$ cat src/rtl/hello_scroll_ctrl_pkg.sv
// Shared types and constants for the HELLO scroll sequencer.
// Holds FSM encoding, step result bundle and position helpers.
package hello_scroll_ctrl_pkg;

  localparam int DEF_DIV  = 25000000;
  localparam int DEF_NPOS = 5;
  localparam int POS_W    = 3;

  typedef enum logic {
    ST_PAUSE = 1'b0,
    ST_RUN   = 1'b1
  } state_t;

  typedef struct packed {
    logic [POS_W-1:0] pos;
    logic             wrap;
  } step_res_t;

  // One position step in either direction, wrapping at 0 / last.
  function automatic step_res_t step_pos(
    input logic [POS_W-1:0] pos,
    input logic             dir,
    input logic [POS_W-1:0] last
  );
    step_res_t r;
    r.pos  = pos;
    r.wrap = 1'b0;
    if (!dir) begin
      if (pos == last) begin
        r.pos  = '0;
        r.wrap = 1'b1;
      end else begin
        r.pos = pos + POS_W'(1);
      end
    end else begin
      if (pos == '0) begin
        r.pos  = last;
        r.wrap = 1'b1;
      end else begin
        r.pos = pos - POS_W'(1);
      end
    end
    return r;
  endfunction

  // Out-of-range presets collapse to 0 so POS never leaves 0..npos-1.
  function automatic logic [POS_W-1:0] load_pos(
    input logic [POS_W-1:0] val,
    input int               npos
  );
    logic [POS_W-1:0] r;
    if (int'(val) < npos) r = val;
    else                  r = '0;
    return r;
  endfunction

endpackage

$ cat src/rtl/hello_scroll_ctrl_sync_edge.sv
// Two-flop synchroniser plus registered rising-edge pulse.
// Ports: clk, rst (async high), din (async), pulse (1-cycle).
module hello_scroll_ctrl_sync_edge
  import hello_scroll_ctrl_pkg::*;
(
  input  logic clk,
  input  logic rst,
  input  logic din,
  output logic pulse
);

  logic s1;
  logic s2;
  logic s3;

  always_ff @(posedge clk or posedge rst) begin
    if (rst) begin
      s1    <= 1'b0;
      s2    <= 1'b0;
      s3    <= 1'b0;
      pulse <= 1'b0;
    end else begin
      s1    <= din;
      s2    <= s1;
      s3    <= s2;
      pulse <= s2 & ~s3;
    end
  end

endmodule

$ cat src/rtl/hello_scroll_ctrl.sv
// Rotation index sequencer for the 5-digit HELLO rotator.
// In: CLOCK_50 RST EN DIR STEP LOAD LOAD_VAL; Out: POS TICK WRAP.
module hello_scroll_ctrl
  import hello_scroll_ctrl_pkg::*;
#(
  parameter int DIV  = DEF_DIV,
  parameter int NPOS = DEF_NPOS
) (
  input  logic             CLOCK_50,
  input  logic             RST,
  input  logic             EN,
  input  logic             DIR,
  input  logic             STEP,
  input  logic             LOAD,
  input  logic [POS_W-1:0] LOAD_VAL,
  output logic [POS_W-1:0] POS,
  output logic             TICK,
  output logic             WRAP
);

  localparam int PW = $clog2(DIV);
  localparam logic [PW-1:0] PMAX = PW'(DIV - 1);
  localparam logic [POS_W-1:0] LAST = POS_W'(NPOS - 1);

  state_t           state;
  state_t           state_n;
  logic [PW-1:0]    presc;
  logic [PW-1:0]    presc_n;
  logic [POS_W-1:0] pos_n;
  logic             tick_n;
  logic             wrap_n;
  logic             man_step;
  logic             auto_step;
  logic             step;
  step_res_t        sr;

  hello_scroll_ctrl_sync_edge u_sync_edge (
    .clk   (CLOCK_50),
    .rst   (RST),
    .din   (STEP),
    .pulse (man_step)
  );

  always_comb begin
    state_n   = state;
    presc_n   = presc;
    pos_n     = POS;
    tick_n    = 1'b0;
    wrap_n    = 1'b0;
    auto_step = 1'b0;
    step      = 1'b0;
    sr        = step_pos(POS, DIR, LAST);

    unique case (state)
      ST_PAUSE: if (EN)  state_n = ST_RUN;
      ST_RUN:   if (!EN) state_n = ST_PAUSE;
    endcase

    auto_step = (state == ST_RUN) && (presc == PMAX);
    step = ((state == ST_RUN) && auto_step) ||
           ((state == ST_PAUSE) && man_step);

    // Cleared while paused so RUN always starts a full period.
    if (LOAD || state == ST_PAUSE) presc_n = '0;
    else if (presc == PMAX)        presc_n = '0;
    else                           presc_n = presc + PW'(1);

    if (LOAD) begin
      pos_n = load_pos(LOAD_VAL, NPOS);
    end else if (step) begin
      pos_n  = sr.pos;
      wrap_n = sr.wrap;
      tick_n = 1'b1;
    end
  end

  always_ff @(posedge CLOCK_50 or posedge RST) begin
    if (RST) begin
      state <= ST_PAUSE;
      presc <= '0;
      POS   <= '0;
      TICK  <= 1'b0;
      WRAP  <= 1'b0;
    end else begin
      state <= state_n;
      presc <= presc_n;
      POS   <= pos_n;
      TICK  <= tick_n;
      WRAP  <= wrap_n;
    end
  end

endmodule

$ cat config.mk
export PLATFORM = sky130hd
export DESIGN_NAME = hello_scroll_ctrl
export DESIGN_NICKNAME = d
export VERILOG_FILES = /design/src/rtl/hello_scroll_ctrl_pkg.sv /design/src/rtl/hello_scroll_ctrl_sync_edge.sv /design/src/rtl/hello_scroll_ctrl.sv
export SDC_FILE = /design/constraint.sdc
export NUM_CORES = 1
export LEC_CHECK = 0
export BUFFER_PORTS_ARGS = -buffer_cell sky130_fd_sc_hd__buf_4
export CAP_MARGIN = 20
export CORE_UTILIZATION = 34
export CTS_BUF_LIST = sky130_fd_sc_hd__clkbuf_4 sky130_fd_sc_hd__clkbuf_8
export DETAILED_ROUTE_END_ITERATION = 16
export PLACE_DENSITY = 0.57
export SYNTH_ARGS = -nofsm -noshare
export SYNTH_HDL_FRONTEND = slang
export SYNTH_HIERARCHICAL = 1
export SYNTH_SLANG_ARGS = --single-unit
$ cat constraint.sdc
create_clock -name CLOCK_50 -period 3.25 [get_ports CLOCK_50]
set_input_delay 0.975 -clock CLOCK_50 [delete_from_list [all_inputs] [get_ports CLOCK_50]]
set_output_delay 0.975 -clock CLOCK_50 [all_outputs]
set_load 0.01 [all_outputs]
==> results of run 1 <==
[metal layers]
metal / vias to the layer above / share of wire [%] / wire (um)
li1: 709 / - / -
met1: 680 / 49 / 1800
met2: 19 / 47 / 1710
met3: 2 / 3.2 / 117
met4: 0 / 0.44 / 16
met5: - / 0 / 0
[power breakdown]
part	leakage [nW]	switching (W)	internal, W
Sequential	0.473	0.0000150	0.000449
Combinational	0.350	0.0000587	0.0000517
Clock	0.0402	0.000164	0.000149
Total	0.863	0.000237	0.000650
[cell type report]
| cell class | count | area (um^2) |
|---|---|---|
| fillers | 518 | 3080 |
| clock inverters | 3 | 20.0 |
| flip-flops and latches | 35 | 876 |
| well taps | 70 | 87.6 |
| clock buffers | 5 | 68.8 |
| inverters | 7 | 26.3 |
| repair buffers | 14 | 105 |
| multi-input cells | 140 | 910 |
[cells in the final DEF, fill, tap and decap left out, types with 2 or more instances in the layout]
cell | synthesis | layout
dfrtp_1 | 35 | 35
nor2_1 | 21 | 21
buf_4 | 0 | 14
xor2_1 | 12 | 12
a21oi_1 | 11 | 11
nand4_1 | 11 | 11
nand2_1 | 11 | 11
nand3_1 | 10 | 10
inv_1 | 7 | 7
or4_1 | 7 | 7
and3_1 | 5 | 5
o31ai_1 | 5 | 5
clkbuf_8 | 0 | 5
nor2b_1 | 4 | 4
nor4_1 | 4 | 4
and4_1 | 4 | 4
or3_1 | 4 | 4
ha_1 | 4 | 4
mux2i_1 | 3 | 3
o21ai_0 | 3 | 3
xnor2_1 | 3 | 3
and2_1 | 2 | 2
a22oi_1 | 2 | 2
clkinvlp_4 | 0 | 2
[metrics by stage]
step	cell area (um^2)	util [%]	total power, W	setup WS (ns)	cells
6_report	2090	40.5	0.000887	0.858	274
5_1_grt	2090	40.5	0.000932	0.793	274
4_1_cts	2090	40.5	0.000899	0.861	274
3_5_place_dp	2000	38.8	0.000585	0.871	266
3_3_place_gp	2000	38.8	0.000584	0.930	266
2_1_floorplan	1840	-	0.000545	1.22	186
[path summary, 6_finish.rpt]
kind | depth (start not counted) | end | slack [ns]
worst max-delay path | 4 | presc[10]$_DFF_PP0_ | 0.86
worst min-delay path | 0 | u_sync_edge/s2$_DFF_PP0_ | 0.35
worst max register to register | 4 | presc[10]$_DFF_PP0_ | 0.86
worst min register to register | 0 | u_sync_edge/s2$_DFF_PP0_ | 0.35
max in group asynchronous | 3 | presc[23]$_DFF_PP0_ | 2.21
min in group asynchronous | 2 | u_sync_edge/s1$_DFF_PP0_ | 0.57
[flip-flops by register name, summed over array words and instances, names as in the netlist]
| name | count |
|---|---|
| presc | 25 |
| POS | 3 |
| TICK | 1 |
| WRAP | 1 |
| state | 1 |
| u_sync_edge/pulse | 1 |
| u_sync_edge/s1 | 1 |
| u_sync_edge/s2 | 1 |
| u_sync_edge/s3 | 1 |
[logic make-up after synthesis]
family                     after synthesis
and+or+nand+nor                         90
DFF                                     35
xor gates and xnor gates                15
AOI/OAI and AO/OA                       27
buffers and inverters                   11
adders and majority gates                4
muxes                                    4
[critical path: cells and delay by family, from the launching register on]
kind	cells	cell delay [ns]
and+or+nand+nor	3	1.26
AOI/OAI and AO/OA	1	0.56
DFF	1	0.42
==> reports/qor.yml, run 1 <==
core_mm2: 0.00517
start_kind: "flip-flop"
via_per_inst: 5.15
ios: 14
netlist.area_leader.share_pct: 47.5
gp_congestion: 0.791
synth_compound_area_share_pct: 9.64
antenna_left: 0
finalSetupViolCount: 0
synth.area.top_cells: "dfrtp_1, xor2_1, nor2_1, nand4_1, a21oi_1"
postSynthCellCount: 186
cts_buffers: 5
cp.required_ns: 3.39
gr-total-overflow: 0
skew_ns: 0.00305
slowest_delay_ns: 0.57
drcViolationCount: 0
finalSetupTns_ns: 0
synthTopCellsByCount: "dfrtp_1, nor2_1, xor2_1"
whs_ns: 0.352
cpMaxStageDelayCell: "or4_4"
power_density_mw_per_mm2: 424
ys_warn_count: 6
clockBufferDepth: 2
r2r_start: "presc[9]$_DFF_PP0_"
crit_type: "reg -> reg"
cts.sinks: 35
async_reset_ff_share_pct: 100
vdd_ir_drop_max_mv: 0.169
synth_xor_area_share_pct: 7.13
synth_nets: 199
die_area_mm2: 0.00572
fmax_mhz: 418
drive_gt1_share_pct: 13.2
post-route-period-util_pct: 73.6
fp-row-count: 26
synth_mux_area_share_pct: 2.24
start_util_pct: 35.6
drv_slew: 0
yosysTopAreaCell: "dfrtp_1"
fp.dieH_um: 75.6
synthAdderAreaFrac_pct: 2.72
syn_area_mm2: 0.00184
hold_start: "u_sync_edge/s1$_DFF_PP0_"
gr-max-usage-layer: "met2"
post-synth-top-count-cell: "dfrtp_1"
rsz0062_at_grt: "false"
cts_tree: "done"
clkTransAtPathRegs_ns: 0.07
leakage_nw: 0.863
final_nets: 216
wl_um: 3640
ctsHoldBuffers: 0
hp-class: "reg -> reg"
area_delta_synth_final_pct: 13.6
grt_use_met3_pct: 3.17
synthDistinctLibCells: 38
synth-main-ff-cell: "dfrtp_1"
drt_iter0_markers: 86
die_w_um: 75.6
syn_avg_cell_area_um2: 9.91
hpwl_um: 2600
crit_chain: "or4_1 -> or4_4 -> o21ai_4 -> nor2_1"
antenna_cells: 0
port_buffers: 13
synth-seq-cells: 35
grtUsageMet2_pct: 23.9
cts_setup_buffers: 0
track_usage_pct: 14.7
vias: 1410
final.min_clock_period_ns: 2.39
routedWlPerCell_um: 13.3
ys_seq_area_share_pct: 47.5
clkLatencyLatePin_ns: 0.29
antenna_found_initial: 0
crit_start: "presc[9]$_DFF_PP0_"
end_kind: "flip-flop"
arrival_ns: 2.54
cp_max_fo: 24
relSlewSlack_pct: 56.2
yosys.area_share.simple_pct: 27.6
dr.pass1.iters: 4
status: "complete, no violations"
root_buffer: "clkbuf_8"
h-tree-depth: 2
grt_max_degree: 32
tightest_slew_ns: 0.655
hold_viol: 0
grt_pass1_vias: 1376
globalRouteMet1Util_pct: 19.2
synth_edf_count: 0
ctsResizeCount: 0
grt_pass1_wl_um: 6310
maxCapViolCount: 0
synth_top_family_by_area: "simple AND/OR/NAND/NOR gates"
No activity file was read; power rests on OpenSTA's default activity.
==> inputs of run 2 (changes only) <==
- PLACE_DENSITY: 0.57 -> 0.59
- clock period: 3.25 -> 2.2 ns (I/O delays scaled with it)
==> reports/qor.yml, run 2 (synthesis gave the netlist of run 1 again) <==
grt_pass1_vias: 1379  # +0.22%
path_buf_inv: 1  # +1
gr-total-overflow: 0  # unchanged
arrival_ns: 2.20  # -0.34 ns
reg2reg_depth: 5  # +1
reg.largest.list: "presc x25, POS x3"
hpwl_um: 2780  # +7.1%
grt_pass1_wl_um: 6520  # +3.4%
cpMaxStageDelayCell: "or4_1"
vias: 1478  # +4.8%
cp_max_fo: 4  # -83%
clkLatencyLatePin_ns: 0.28  # about the same
maxCapViolCount: 0  # unchanged
worst_slack_ns: 0.163  # -0.695 ns
crit_start: "presc[10]$_DFF_PP0_"
antenna_cells: 0  # unchanged
final_area_mm2: 0.00217  # +3.6%
track_usage_pct: 15.5  # +0.78 points
fp-row-count: 26  # unchanged
fillers: 501  # -3.3%
path_depth: 5  # +1
drcViolationCount: 0  # unchanged
clockBufferDepth: 2  # unchanged
final.min_clock_period_ns: 2.04  # -0.355 ns
dr.pass1.iters: 4  # unchanged
cts_setup_buffers: 0  # unchanged
seqCellArea_um2: 876  # unchanged
fmax_mhz: 491  # +17%
die_area_mm2: 0.00572  # unchanged
drv_slew: 0  # unchanged
endpoint: "POS[2]$_DFFE_PP0P_"
status: "complete, no violations"
cp.required_ns: 2.37  # -1.02 ns
wl_um: 3860  # +6.0%
vdd_ir_drop_max_mv: 0.255  # +51%
placed_area_mm2: 0.00208  # +3.7%
ctsResizeCount: 0  # unchanged
largest_register: "presc"
final_cell_mix: "dfrtp_1, buf_4, nor2_1, xor2_1"
post-place-ws_ns: 0.147  # -0.723 ns
cp_top_family: "simple AND/OR/NAND/NOR gates"
ios: 14  # unchanged
antenna_found_initial: 0  # unchanged
r2r_end: "POS[2]$_DFFE_PP0P_"
end_kind: "flip-flop"
finalSetupViolCount: 0  # unchanged
post-route-period-util_pct: 92.6  # +19 points
via_per_inst: 5.20  # +1.1%
core_mm2: 0.00517  # unchanged
cts_tree: "done"
hp-class: "in -> async"
leakage_nw: 0.921  # +6.8%
skew_ns: 0.00709  # +0.00404 ns
regToRegSetupSlack_ns: 0.16  # -0.70 ns
final_nets: 226  # +4.6%
largest_register_ffs: 25  # unchanged
routedWlPerCell_um: 13.6  # +2.2%
tightest_slew_ns: 0.393  # -0.261 ns
hold_viol: 0  # unchanged
start_util_pct: 35.6  # unchanged
relSlewSlack_pct: 73.8  # +18 points
power_density_mw_per_mm2: 606  # +43%
multiInputGateArea_um2: 910  # unchanged
cts_buffers: 5  # unchanged
root_buffer: "clkbuf_8"
r2r_start: "presc[10]$_DFF_PP0_"
area_delta_synth_final_pct: 17.7
h-tree-depth: 2  # unchanged
drt_iter0_markers: 101  # +17%
rsz0062_at_grt: "false"
finalSetupTns_ns: 0  # unchanged
die_w_um: 75.6  # unchanged
port_buffers: 13  # unchanged
layout_commonest_cell: "dfrtp_1"
slowest_delay_ns: 0.53  # -0.04 ns
drive_gt1_share_pct: 17.3  # +4.1 points
crit_chain: "or4_1 -> nor4_1 -> buf_4 -> a211o_1 -> mux2_2"
gp_congestion: 0.826  # +4.4%
fp.dieH_um: 75.6  # unchanged
antenna_left: 0  # unchanged
ctsHoldBuffers: 0  # unchanged
cts.sinks: 35  # unchanged
start_kind: "flip-flop"
clkTransAtPathRegs_ns: 0.06  # about the same
grt_max_degree: 32  # unchanged
crit_type: "reg -> reg"
[run 2: changes by cell type in the layout (fill, tap and decap cells not counted), sizes merged]
cell      change
buf          +10
clkbuf        +2
clkinvlp      -2
[run 2: metrics by stage]
| stage | hold WS (ns) | utilization, % | instances | power (W) |
|---|---|---|---|---|
| floorplan | 0.331 | - | 186 | 0.000805 |
| global placement | 0.333 | 40.2 | 276 | 0.000867 |
| detailed placement | 0.337 | 40.2 | 276 | 0.000870 |
| CTS | 0.269 | 41.9 | 284 | 0.00133 |
| global route | 0.268 | 41.9 | 284 | 0.00139 |
| finish | 0.268 | 41.9 | 284 | 0.00131 |
[run 2: how the worst min path moves through the flow]
stage                               end  slack [ns]  cells past startpoint
6_report       u_sync_edge/s1$_DFF_PP0_        0.27                      2
5_1_grt        u_sync_edge/s3$_DFF_PP0_        0.27                      2
4_1_cts        u_sync_edge/s1$_DFF_PP0_        0.27                      2
3_5_place_dp   u_sync_edge/s2$_DFF_PP0_        0.34                      0
3_3_place_gp   u_sync_edge/s2$_DFF_PP0_        0.33                      0
2_1_floorplan  u_sync_edge/s2$_DFF_PP0_        0.33                      0
[run 2: report_power, final]
part | switching (W) | internal [W] | leakage, nW
logic | 0.0000866 | 0.0000811 | 0.400
clock network | 0.000213 | 0.000247 | 0.0491
registers | 0.0000221 | 0.000664 | 0.473
[run 2: routing by layer]
metal / vias up / track usage, % / routed length (um)
li1: 736 / - / -
met1: 715 / 21.5 / 1930
met2: 22 / 23.6 / 1780
met3: 5 / 3.57 / 111
met4: 0 / 5.56 / 39
met5: - / 0 / 0
[run 2: final cells by class]
cell class                 instances  share of cell area [%]
multi-input combinational        140                    42.0
sequential                        35                    40.4
timing repair buffer              24                    8.31
tap                               70                    4.04
clock buffer                       7                    3.87
inverter                           7                    1.21
clock inverter                     1                   0.231
